==> config.mk <==
export PLATFORM = sky130hd
export DESIGN_NAME = mat_mult_seq
export DESIGN_NICKNAME = d
export VERILOG_FILES = /design/src/rtl/mat_mult_seq.sv
export SDC_FILE = /design/constraint.sdc
export NUM_CORES = 1
export LEC_CHECK = 0
export ABC_AREA = 1
export CELL_PAD_IN_SITES_DETAIL_PLACEMENT = 1
export CELL_PAD_IN_SITES_GLOBAL_PLACEMENT = 2
export CORE_MARGIN = 3
export CORE_UTILIZATION = 29
export DETAILED_ROUTE_END_ITERATION = 8
export GPL_ROUTABILITY_DRIVEN = 0
export PLACE_DENSITY = 0.75
export SYNTH_ARGS = -nofsm -noshare
export SYNTH_HDL_FRONTEND = slang
export SYNTH_SLANG_ARGS = --single-unit
==> constraint.sdc <==
create_clock -name clk -period 3.85 [get_ports clk]
set_input_delay 0.385 -clock clk [delete_from_list [all_inputs] [get_ports clk]]
set_output_delay 0.385 -clock clk [all_outputs]
set_load 0.05 [all_outputs]
==> src/rtl/mat_mult_seq.sv <==
// Sequential NxN matrix multiplier: one multiply-accumulate per cycle over N^3 cycles,
// with operand and result valid/ready handshakes.
module mat_mult_seq #(
    parameter  int N      = 2,
    parameter  int DW     = 4,
    parameter  int SIGNED = 0,
    localparam int OW     = 2*DW + $clog2(N)
) (
    input  logic              clk,
    input  logic              reset,
    input  logic [N*N*DW-1:0] a_in,
    input  logic [N*N*DW-1:0] b_in,
    input  logic              in_valid,
    output logic              in_ready,
    output logic [N*N*OW-1:0] c_out,
    output logic              out_valid,
    input  logic              out_ready
);

    localparam int CW = (N > 1) ? $clog2(N) : 1;
    localparam logic [CW-1:0] LAST = CW'(N-1);

    typedef enum logic [1:0] {S_IDLE, S_COMPUTE, S_DONE} state_t;

    state_t             r_state;
    state_t             w_state_next;
    logic [DW-1:0]      r_a    [N][N];
    logic [DW-1:0]      r_b    [N][N];
    logic [OW-1:0]      r_work [N][N];
    logic [CW-1:0]      r_i, r_j, r_k;
    logic [OW-1:0]      r_acc;
    logic [N*N*OW-1:0]  r_c;

    logic [DW-1:0]      w_a, w_b;
    logic [2*DW-1:0]    w_a2, w_b2, w_prod;
    logic [OW-1:0]      w_prod_ext;
    logic [OW-1:0]      w_acc_next;
    logic               w_k_last, w_j_last, w_i_last, w_mac_last;
    logic               w_accept;

    assign w_a = r_a[r_i][r_k];
    assign w_b = r_b[r_k][r_j];

    // Operands widened to 2*DW so a single 2*DW multiply yields the exact product.
    generate
        if (SIGNED != 0) begin : g_signed
            assign w_a2       = {{DW{w_a[DW-1]}}, w_a};
            assign w_b2       = {{DW{w_b[DW-1]}}, w_b};
            assign w_prod_ext = OW'($signed(w_prod));
        end else begin : g_unsigned
            assign w_a2       = {{DW{1'b0}}, w_a};
            assign w_b2       = {{DW{1'b0}}, w_b};
            assign w_prod_ext = OW'(w_prod);
        end
    endgenerate

    assign w_prod     = w_a2 * w_b2;
    assign w_acc_next = ((r_k == '0) ? '0 : r_acc) + w_prod_ext;

    assign w_k_last   = (r_k == LAST);
    assign w_j_last   = (r_j == LAST);
    assign w_i_last   = (r_i == LAST);
    assign w_mac_last = w_k_last && w_j_last && w_i_last;

    // State alone is IDLE during reset, so gate with reset to keep in_ready low.
    assign in_ready  = (r_state == S_IDLE) && !reset;
    assign out_valid = (r_state == S_DONE);
    assign c_out     = r_c;
    assign w_accept  = in_valid && in_ready;

    always_comb begin
        w_state_next = r_state;
        case (r_state)
            S_IDLE:    if (w_accept)   w_state_next = S_COMPUTE;
            S_COMPUTE: if (w_mac_last) w_state_next = S_DONE;
            S_DONE:    if (out_ready)  w_state_next = S_IDLE;
            default:                   w_state_next = S_IDLE;
        endcase
    end

    always_ff @(posedge clk or posedge reset) begin
        if (reset) begin
            r_state <= S_IDLE;
        end else begin
            r_state <= w_state_next;
        end
    end

    always_ff @(posedge clk or posedge reset) begin
        if (reset) begin
            r_i   <= '0;
            r_j   <= '0;
            r_k   <= '0;
            r_acc <= '0;
            r_c   <= '0;
            for (int r = 0; r < N; r++) begin
                for (int c = 0; c < N; c++) begin
                    r_a[r][c]    <= '0;
                    r_b[r][c]    <= '0;
                    r_work[r][c] <= '0;
                end
            end
        end else begin
            case (r_state)
                S_IDLE: begin
                    if (w_accept) begin
                        r_i <= '0;
                        r_j <= '0;
                        r_k <= '0;
                        for (int r = 0; r < N; r++) begin
                            for (int c = 0; c < N; c++) begin
                                r_a[r][c] <= a_in[(r*N+c)*DW +: DW];
                                r_b[r][c] <= b_in[(r*N+c)*DW +: DW];
                            end
                        end
                    end
                end
                S_COMPUTE: begin
                    r_acc <= w_acc_next;
                    if (w_k_last) begin
                        r_work[r_i][r_j] <= w_acc_next;
                        r_k <= '0;
                        if (w_j_last) begin
                            r_j <= '0;
                            r_i <= w_i_last ? '0 : r_i + 1'b1;
                        end else begin
                            r_j <= r_j + 1'b1;
                        end
                    end else begin
                        r_k <= r_k + 1'b1;
                    end
                    // The last element is still in flight, so it bypasses the working bank.
                    if (w_mac_last) begin
                        for (int r = 0; r < N; r++) begin
                            for (int c = 0; c < N; c++) begin
                                r_c[(r*N+c)*OW +: OW] <= (r == N-1 && c == N-1) ?
                                                         w_acc_next : r_work[r][c];
                            end
                        end
                    end
                end
                default: ;
            endcase
        end
    end

endmodule
# [Word level (Yosys, flattened, before mapping)]
# Index checks and enable logic that the tools add are counted.
[classes] n_eq_ne=7 bitwise_logic=3 n_mul=1 addsub=4 n_lt_le_gt_ge=5 reduce_logical=16 muxes=32
[ops] op="$mux 8" n=6
[ops] op="$bwmux 36" n=1
[ops] op="$mux 4" n=6
[ops] op="$demux 18 s1" n=1
[ops] op="$mux 18" n=1
[ops] op="$mux 9" n=2
[ops] op="$add 9x8->9" n=1
[ops] op="$demux 9 s1" n=1
[ops] op="$mul 4x4->8" n=1
[ops] op="$ne 2x2->1 const B" n=4
[ops] op="$reduce_and 2->1" n=4
[ops] op="$mux 1" n=7
[ops] op="$ge 2x2->1 const B" n=3
[ops] op="$logic_and 1x1->1" n=6
[ops] op="$mux 2" n=3
[ops] op="$not 1->2" n=3
[ops] op="$pmux 1 s2" n=3
[ops] op="$pmux 2 s3" n=1
[ops] op="$reduce_and 3->1" n=2
[ops] op="$lt 2x1->1 const B" n=2
[ops] op="$reduce_and 4->1" n=1
[ops] op="$add 1x1->1 const B" n=3
[ops] op="$eq 2x1->1 const B" n=1
[ops] op="$eq 2x2->1 const B" n=1
[ops] op="4 further kinds" n=4
[totals] ff_bits=118 elab_cells=86 inputBits=36 output_inout_bits=38

# [Depth between registers and ports, before layout]
# Gate-level depths: netlist (run 1).
[logic_depth] depth_word=10 depth_mapped=19 depth_no_buf=19

# [Worst setup path before layout (run 1)]
# No wires, ideal clock.
[synth_path] kind="flip-flop to flip-flop" from="register r_i" to="register r_c[35] (netlist: c_out[35])" setup_slack_ns=0.057 path_buffers=0 arrival_ns=3.675 required_time_ns=3.732 setup_time_ns=0.118 path_stages_with_launch=15 synth_period_minus_slack_ns=3.793 cell_sequence="dfrtp_1 -> inv_1 -> nand2_2 -> o221ai_1 -> nand2_1 -> fa_1 -> fa_1 -> fa_1 -> inv_1 -> ha_1 -> or2_2 -> nand3_1 -> nand3_1 -> nand3_1 -> nand2_1"
[synth_between] elab_chain_len=9 word_cells_on_any_way=11
[synth_lines] element="start, declared" line_no="30" text="logic [CW-1:0] r_i, r_j, r_k;"
[synth_lines] element="start signal, assigned" line_no="125" text="r_i <= w_i_last ? '0 : r_i + 1'b1;"
[synth_lines] element="$not 1->2 (not written as such)" line_no="41" text="assign w_a = r_a[r_i][r_k];"
[synth_lines] element="$mux 8 (not written as such) (3 in a row)" line_no="41"
[synth_lines] element="$mux 4 (not written as such) (3 in a row)" line_no="41"
[synth_lines] element="$mul 4x4->8" line_no="57" text="assign w_prod = w_a2 * w_b2;"
[synth_lines] element="$add 9x8->9" line_no="58" text="assign w_acc_next = ((r_k == '0) ? '0 : r_acc) + w_prod_ext;"
[synth_lines] element="end signal, assigned by index" line_no="136" text="r_c[(r*N+c)*OW +: OW] <= (r == N-1 && c == N-1) ?"
[synth_lines] element="end, declared" line_no="32" text="logic [N*N*OW-1:0] r_c;"
# Several ways; a longest one is shown, not always the timed one. The select of a mux whose other input is x is not followed.
# A chain may end at the register's enable or synchronous reset.

# [Final worst setup path (run 1)]
[layout_path] from="register r_k" to="register r_work[15] (netlist bit)"
[layout_between] elab_chain_len=10 word_cells_on_any_way=15
[layout_lines] element="start, declared" line_no="30"
[layout_lines] element="start signal, assigned" line_no="130" text="r_k <= r_k + 1'b1;"
[layout_lines] element="$not 1->2 (not written as such)" line_no="41, 42"
[layout_lines] element="$mux 8 (not written as such) (3 in a row)" line_no="42" text="assign w_b = r_b[r_k][r_j];"
[layout_lines] element="$mux 4 (not written as such) (3 in a row)" line_no="42"
[layout_lines] element="$mul 4x4->8" line_no="57"
[layout_lines] element="$add 9x8->9" line_no="58"
[layout_lines] element="$bwmux 36" line_no="121" text="r_work[r_i][r_j] <= w_acc_next;"
[layout_lines] element="end signal, assigned by index" line_no="121"
[layout_lines] element="end, declared" line_no="29" text="logic [OW-1:0] r_work [N][N];"
# Several ways; a longest one is shown, not always the timed one. The select of a mux whose other input is x is not followed.

==> tab_implementation.tex, run 1 <==
\begin{tabular}{lr}
\hline
Metric & Value \\
\hline
\multicolumn{2}{l}{\textbf{Outcome}} \\
\quad Run status & finished, final reports clean \\
\multicolumn{2}{l}{\textbf{Timing}} \\
\quad Maximum clock frequency & 270.3 MHz \\
\quad Shortest clock period the worst path allows after layout & 3700 ps \\
\quad Post-Route Setup TNS & 0 ps \\
\quad Worst slew slack as a fraction of its limit & 54.59\% \\
\quad Transition time of the tightest slew-check pin & 680.2 ps \\
\quad Number of hold violations in the final report & 0 \\
\quad Clock skew & 9.100 ps \\
\quad Slew Viols, Final & 0 \\
\quad Final number of setup-violating endpoints & 0 \\
\quad Share of the clock period used by the worst path & 96.10\% \\
\multicolumn{2}{l}{\textbf{Critical path}} \\
\quad Endpoint of the lowest-slack register-to-register path & r\_work[15]\$\_DFFE\_PP0P\_ \\
\quad Data required, critical path & 4100 ps \\
\quad Register-to-register path setup slack & 150 ps \\
\quad Crit path max fanout & 8 \\
\quad Length in cells of the worst reg-to-reg path & 18 \\
\quad Worst reg2reg startpoint & r\_k\$\_DFFE\_PP0P\_ \\
\quad Crit end category & register \\
\quad Worst EP arrival & 3950 ps \\
\quad Worst setup path category & reg -> reg \\
\quad Element type at the critical path start & register \\
\multicolumn{2}{l}{\textbf{Place}} \\
\quad DP HPWL & 10,570 um \\
\quad Number of input and output port buffers inserted & 73 \\
\multicolumn{2}{l}{\textbf{GRT}} \\
\quad Number of antenna violations at the first check in global routing & 0 \\
\quad Number of global-route vias before repair & 4,893 \\
\quad GRT Residual Overflow & 0 \\
\quad Maximum number of pins on one net before global-route repair & 110 \\
\quad Combined global-route utilization of all metal layers & 15.37\% \\
\quad Wire length of the first global-routing pass & 24,530 um \\
\multicolumn{2}{l}{\textbf{Synthesis}} \\
\quad Number of synthesized register bits & 109 \\
\quad Number of nets produced by synthesis & 692 \\
\quad Netlist cell types & 29 \\
\quad Number of warnings reported in the yosys synthesis log & 0 \\
\quad Mean post-synth cell area & 8.325 um\^{}2 \\
\quad Share of the yosys chip area belonging to registers & 52.00\% \\
\quad Cell area after technology mapping & 5245 um\^{}2 \\
\quad Number of instances in the synthesized netlist & 630 \\
\quad Primary FF master, synth & dfrtp\_1 \\
\quad Async set or reset register ratio after synthesis & 100.0\% \\
\quad Count of flip-flops with a built-in enable after synthesis & 0 \\
\multicolumn{2}{l}{\textbf{Job}} \\
\quad Max-capacitance violation count & 0 \\
\multicolumn{2}{l}{\textbf{Clocking}} \\
\quad Max H-tree Level & 3 \\
\quad Clock slew seen by the registers of the worst setup and hold paths & 70 ps \\
\quad Number of buffers on the longest clock path & 2 \\
\quad CTS tree & done \\
\quad Total number of clock tree sinks & 109 \\
\quad Source-to-sink clock delay at the later pin of the worst-skew pair & 350 ps \\
\quad Root buf cell & clkbuf\_16 \\
\quad Total clock buffers created by CTS & 9 \\
\multicolumn{2}{l}{\textbf{Drt}} \\
\quad Antenna viol nets, final & 0 \\
\quad Vias post-DR & 4,432 \\
\quad First-iteration detailed-routing DRC count & 146 \\
\quad WL met2 & 7435 um \\
\quad Routed via count divided by cell count & 4.602 \\
\quad DR WL/cell & 15.12 um \\
\quad DRC violations left & 0 \\
\quad Post-route met1 wirelength & 6454 um \\
\quad Overall routed net length & 14,560 um \\
\quad Met3 wirelength from detailed routing & 423 um \\
\quad Number of detailed-route iterations in the first pass & 4 \\
\quad Top routing layer in use & met4 \\
\multicolumn{2}{l}{\textbf{Floorplanning}} \\
\quad Core Area & 17,480 um\^{}2 \\
\quad Starting density of the core & 30.01\% \\
\quad Die Y & 140.5 um \\
\quad Row count & 48 \\
\quad Die ar. & 19,740 um\^{}2 \\
\quad \# IOs & 74 \\
\quad Width of the chip & 140.5 um \\
\multicolumn{2}{l}{\textbf{Layout}} \\
\quad Most frequent cells in the layout & nand2\_1 (264), dfrtp\_1 (106), clkdlybuf4s50\_1 (73) \\
\quad Share of cells above drive strength 1 & 17.07\% \\
\quad Number of antenna cells inserted & 0 \\
\quad Final core occ & 40.27\% \\
\quad Area growth syn-to-layout & 34.18\% \\
\quad Most common cell after layout, fill and taps aside & nand2\_1 \\
\quad Net count reported at finish & 796 \\
\multicolumn{2}{l}{\textbf{Hold path}} \\
\quad Worst Hold Class & reg -> reg \\
\quad Hold Path Depth & 2 \\
\quad Source of the worst hold timing path & c\_out[25]\$\_DFFE\_PP0P\_ \\
\quad Endpoint with the worst hold slack & c\_out[25]\$\_DFFE\_PP0P\_ \\
\hline
\end{tabular}
critical path: stages (launching register included):
cell and delay (ps):
dfrtp_2 450, inv_2 100, buf_6 130, nor2_2 40, o22ai_2 250, nand2_2 90, fa_1 530, fa_1 440
fa_1 510, inv_2 50, ha_4 150, buf_4 120, nor2_2 90, nand2_1 110, nand3b_1 130, buf_4 130
nand3_4 110, nand3_1 120, nand2_1 50
what timing repair did:
| action | in CTS | in global routing |
|---|---|---|
| pin swaps | 10 | 31 |
| resized for setup | 22 | 51 |
| hold buffers | 0 | 0 |
| setup buffers | 2 | 8 |
| endpoints found under the setup margin | 25 | 27 |
sequential cells by signal, indices dropped and copies added, names as in the netlist:
name,cells
r_acc,9
c_out,36
r_k,1
r_a,16
r_b,16
r_state,2
r_work,27
r_i,1
r_j,1
metrics by stage:
step | instance area [um^2] | setup slack (ps) | hold WS [ps] | instances
after detailed placement | 6431 | -220.6 | 462.1 | 940
final | 7038 | 150.2 | 477.4 | 963
after global placement | 6431 | -56.39 | 454.1 | 940
after CTS | 6818 | 7.349 | 481.6 | 956
after global routing | 7038 | -87.43 | 498.8 | 963
after floorplan | 5245 | 56.86 | 436.6 | 630
layout make-up:
type / instances / area (um^2)
clock buffers: 10 / 229.0
inverters: 58 / 224.0
fillers: 2028 / 10440
flip-flops and latches: 109 / 2731
well taps: 225 / 281.5
clock inverters: 5 / 61.31
repair buffers: 117 / 1089
multi-input cells: 439 / 2422
synth_stat cells, types with 2 or more instances:
| cell | n | area (um^2) |
|---|---|---|
| nand2_1 | 272 | 1021 |
| dfrtp_1 | 109 | 2728 |
| nand3_1 | 60 | 300.3 |
| inv_1 | 51 | 191.4 |
| nor2_1 | 20 | 75.07 |
| ha_1 | 17 | 212.7 |
| o21ai_0 | 17 | 85.08 |
| buf_2 | 15 | 75.07 |
| o21ai_1 | 12 | 60.06 |
| fa_1 | 9 | 180.2 |
| a21oi_1 | 6 | 30.03 |
| clkbuf_1 | 6 | 22.52 |
| inv_2 | 6 | 22.52 |
| o221ai_1 | 4 | 35.03 |
| o22ai_1 | 4 | 25.02 |
| nor2_4 | 3 | 33.78 |
| buf_4 | 2 | 15.01 |
| nand2_2 | 2 | 12.51 |
| nand2_4 | 2 | 22.52 |
| nand3b_1 | 2 | 15.01 |
| or2_2 | 2 | 12.51 |
| xor2_1 | 2 | 17.52 |
cells by family (layout without fill, tap and decap cells):
kind of cell             count (synthesis)  in the layout  share of synthesized area, %
AND/OR/NAND/NOR                        365            365                         28.86
adder cells (fa/ha/maj)                 26             26                         7.490
buffers and inverters                   82            190                         6.393
flip-flops                             109            109                         52.00
XOR/XNOR                                 2              2                        0.3340
AO/OA/AOI/OAI                           46             46                         4.914
per-layer routing:
| layer | track usage [%] | up-vias |
|---|---|---|
| met3 | 2.663 | 17 |
| met1 | 19.31 | 2158 |
| met4 | 4.182 | 0 |
| met5 | 0 | - |
| met2 | 27.24 | 74 |
| li1 | - | 2183 |
worst max path at each step:
stage                               start                      to  slack (ps)  cells after the start
after global placement    r_k$_DFFE_PP0P_  r_work[33]$_DFFE_PP0P_         -60                     15
after CTS                 r_i$_DFFE_PP0P_  r_work[24]$_DFFE_PP0P_           7                     18
after floorplan           r_i$_DFFE_PP0P_   c_out[35]$_DFFE_PP0P_          60                     14
final                     r_k$_DFFE_PP0P_  r_work[15]$_DFFE_PP0P_         150                     18
after detailed placement  r_i$_DFFE_PP0P_  r_work[33]$_DFFE_PP0P_        -220                     15
after global routing      r_k$_DFFE_PP0P_  r_work[15]$_DFFE_PP0P_         -90                     18
Power of run 1 is left out: the tool's default activity adds up to more than one toggle a clock period on the data nets, which glitch-free logic cannot reach.
==> run 2: changes to the inputs <==
--- a/config.mk
+++ b/config.mk
@@ -8,10 +8,8 @@
 export ABC_AREA = 1
 export CELL_PAD_IN_SITES_DETAIL_PLACEMENT = 1
 export CELL_PAD_IN_SITES_GLOBAL_PLACEMENT = 2
-export CORE_MARGIN = 3
 export CORE_UTILIZATION = 29
 export DETAILED_ROUTE_END_ITERATION = 8
-export GPL_ROUTABILITY_DRIVEN = 0
 export PLACE_DENSITY = 0.75
 export SYNTH_ARGS = -nofsm -noshare
 export SYNTH_HDL_FRONTEND = slang
==> run 2 against run 1 <==
Net effect:
- maximum frequency is 1.0% lower
- sequential share of layout area is 0.080 points lower
- via count is 0.18% lower
- first-iteration DRC count grew 12%
- clock skew shrank 1.3 ps
- non-clock buffer count down 3
- routed wire length shrank 2.4%
- critical path depth shrank 1
- core utilization increased by 0.065 points
- worst setup slack worse by 37 ps
- clock-buffer cell count unchanged
==> tab_implementation.tex, run 2 (synthesis results as in run 1) <==
\begin{tabular}{lr}
\hline
Metric & Value \\
\hline
\multicolumn{2}{l}{\textbf{Outcome}} \\
\quad Run status & finished, final reports clean \\
\multicolumn{2}{l}{\textbf{Timing}} \\
\quad Share of the clock period used by the worst path & 97.07\% \\
\quad Final number of setup-violating endpoints & 0 \\
\quad Worst slack on hold paths & 475.7 ps \\
\quad Maximum clock frequency & 267.6 MHz \\
\quad Transition time of the tightest slew-check pin & 671.5 ps \\
\quad Slew Viols, Final & 0 \\
\quad Clock skew & 7.750 ps \\
\quad Shortest clock period the worst path allows after layout & 3737 ps \\
\quad Number of hold violations in the final report & 0 \\
\quad Worst slew slack as a fraction of its limit & 55.17\% \\
\multicolumn{2}{l}{\textbf{Floorplanning}} \\
\quad Core Area & 17,480 um\^{}2 \\
\quad Row count & 48 \\
\quad \# IOs & 74 \\
\quad Starting density of the core & 30.01\% \\
\quad Die Y & 136.5 um \\
\quad Width of the chip & 136.5 um \\
\quad Die ar. & 18,630 um\^{}2 \\
\multicolumn{2}{l}{\textbf{Drt}} \\
\quad Vias post-DR & 4,424 \\
\quad Number of detailed-route iterations in the first pass & 4 \\
\quad First-iteration detailed-routing DRC count & 164 \\
\quad DRC violations left & 0 \\
\quad Overall routed net length & 14,210 um \\
\quad Antenna viol nets, final & 0 \\
\quad Routed via count divided by cell count & 4.604 \\
\quad DR WL/cell & 14.79 um \\
\multicolumn{2}{l}{\textbf{Hold path}} \\
\quad Worst Hold Class & reg -> reg \\
\multicolumn{2}{l}{\textbf{Layout}} \\
\quad Most common cell after layout, fill and taps aside & nand2\_1 \\
\quad Area growth syn-to-layout & 34.40\% \\
\quad Net count reported at finish & 793 \\
\quad Max FFs per register & 36 \\
\quad Most frequent cells in the layout & nand2\_1 (264), dfrtp\_1 (107), clkdlybuf4s50\_1 (73) \\
\quad Post-route cell area & 7049 um\^{}2 \\
\quad Share of cells above drive strength 1 & 16.58\% \\
\quad Number of antenna cells inserted & 0 \\
\multicolumn{2}{l}{\textbf{Critical path}} \\
\quad Worst stage delay on the critical path & 570 ps \\
\quad Worst path slowest cell & fa\_1 \\
\quad First element of the critical path & r\_k\$\_DFFE\_PP0P\_ \\
\quad Worst reg2reg startpoint & r\_k\$\_DFFE\_PP0P\_ \\
\quad Element type at the critical path start & register \\
\quad Endpoint of the lowest-slack register-to-register path & r\_work[34]\$\_DFFE\_PP0P\_ \\
\quad WP buf/inv & 3 \\
\quad Most used cell along the critical path & nand2\_1 \\
\quad Register-to-register path setup slack & 110 ps \\
\quad Data required, critical path & 4090 ps \\
\quad Crit path cell chain & buf\_6 -> nand2\_4 -> o221ai\_2 -> buf\_4 -> nand2\_4 -> fa\_1 -> fa\_2 -> fa\_1 -> inv\_2 -> ha\_4 -> nand2\_1 -> nand2\_1 -> nand3b\_1 -> nand2\_1 -> nand2\_2 -> nand3\_2 -> nand2\_1 \\
\quad Category of cells accounting for the largest share of critical-path delay & adder cells \\
\quad Worst EP arrival & 3980 ps \\
\quad Crit end category & register \\
\quad Length in cells of the worst reg-to-reg path & 17 \\
\quad Crit path max fanout & 5 \\
\quad Destination of the critical timing path & r\_work[34]\$\_DFFE\_PP0P\_ \\
\quad Worst setup path category & reg -> reg \\
\quad Number of cells on the critical path & 17 \\
\multicolumn{2}{l}{\textbf{GRT}} \\
\quad Maximum number of pins on one net before global-route repair & 110 \\
\quad Number of antenna violations at the first check in global routing & 0 \\
\quad GRT Residual Overflow & 0 \\
\quad Number of global-route vias before repair & 4,588 \\
\quad Combined global-route utilization of all metal layers & 16.39\% \\
\quad Wire length of the first global-routing pass & 23,490 um \\
\multicolumn{2}{l}{\textbf{Clocking}} \\
\quad CTS tree & done \\
\quad Hold buffers post-CTS & 0 \\
\quad Total number of clock tree sinks & 109 \\
\quad Source-to-sink clock delay at the later pin of the worst-skew pair & 350 ps \\
\quad Total clock buffers created by CTS & 9 \\
\quad Clock slew seen by the registers of the worst setup and hold paths & 80 ps \\
\quad Root buf cell & clkbuf\_16 \\
\quad Max H-tree Level & 3 \\
\quad Number of buffers on the longest clock path & 2 \\
\multicolumn{2}{l}{\textbf{Place}} \\
\quad Number of input and output port buffers inserted & 73 \\
\quad Weighted congestion at the end of routability-driven global placement & 0.8243 \\
\quad Post-detailed-placement cell area & 6429 um\^{}2 \\
\quad DP HPWL & 10,150 um \\
\multicolumn{2}{l}{\textbf{Job}} \\
\quad Max-capacitance violation count & 0 \\
\hline
\end{tabular}
==> run 2: cell types whose count changed in the layout (fill, tap and decap cells not counted), moves of 2 or more <==
cell / change
inv_6: +3
inv_1: +2
inv_2: -2
clkinvlp_4: -2
buf_4: -3
nand2_2: -2
nand2_4: +2
==> run 2: worst min path at each step <==
stage | cells after the start | slack [ps] | from | endpoint
finish | 2 | 480 | c_out[21]$_DFFE_PP0P_ | c_out[21]$_DFFE_PP0P_
global route | 2 | 500 | r_work[22]$_DFFE_PP0P_ | r_work[22]$_DFFE_PP0P_
CTS | 2 | 470 | r_b[11]$_DFFE_PP0P_ | r_b[11]$_DFFE_PP0P_
detailed placement | 2 | 460 | r_b[11]$_DFFE_PP0P_ | r_b[11]$_DFFE_PP0P_
global placement | 2 | 450 | c_out[11]$_DFFE_PP0P_ | c_out[11]$_DFFE_PP0P_
floorplan | 2 | 440 | r_a[12]$_DFFE_PP0P_ | r_a[12]$_DFFE_PP0P_
==> run 2: area by class of cell <==
cell class	count	area [um^2]
inverter	58	224.0
timing repair buffer	114	1075
clock buffer	10	239.0
tap	225	281.5
multi-input combinational	439	2409
fill	2052	10430
clock inverter	6	91.34
sequential	109	2730
==> run 2: repair_timing <==
action | 4_1_cts | 5_1_grt
setup endpoints to repair | 30 | 30
gates resized for setup | 11 | 57
buffers inserted | 3 | 4
pin swaps | 8 | 24
==> run 2: worst register-to-register path: cells and delay by family, from the launching register on <==
kind	cells	cell delay [ps]
fa+ha+maj	4	1810
simple gates	9	820
buf+inv	3	340
flops	1	450
compound gates	1	190
==> run 2: metrics by stage <==
step                      setup TNS (ps)  util, %  setup slack, ps  std cells
final                                  0    40.34            112.8        961
after floorplan                        0        -            56.86        630
after global placement             -1099    36.78           -93.19        938
after CTS                              0    39.01            7.843        957
after global routing              -380.4    40.34           -58.64        961
after detailed placement           -5627    36.78           -292.2        938
==> run 2: metal layers <==
layer	vias up	share of wire, %	global-route usage, %
met5	-	0	0
met4	0	2.0	6.481
met3	18	2.3	2.013
met2	74	51	28.54
met1	2150	45	20.50
li1	2182	-	-
Power of run 2 is left out for the same reason.
==> run 3: changes to the inputs <==
--- a/config.mk
+++ b/config.mk
@@ -11,6 +11,7 @@
 export CORE_UTILIZATION = 29
 export DETAILED_ROUTE_END_ITERATION = 8
 export PLACE_DENSITY = 0.75
+export SLEW_MARGIN = 20
 export SYNTH_ARGS = -nofsm -noshare
 export SYNTH_HDL_FRONTEND = slang
 export SYNTH_SLANG_ARGS = --single-unit
==> results of run 3 <==
Same layout as run 2: the final DEF is identical, and so are final timing and power.
Power of run 3 is left out for the same reason.
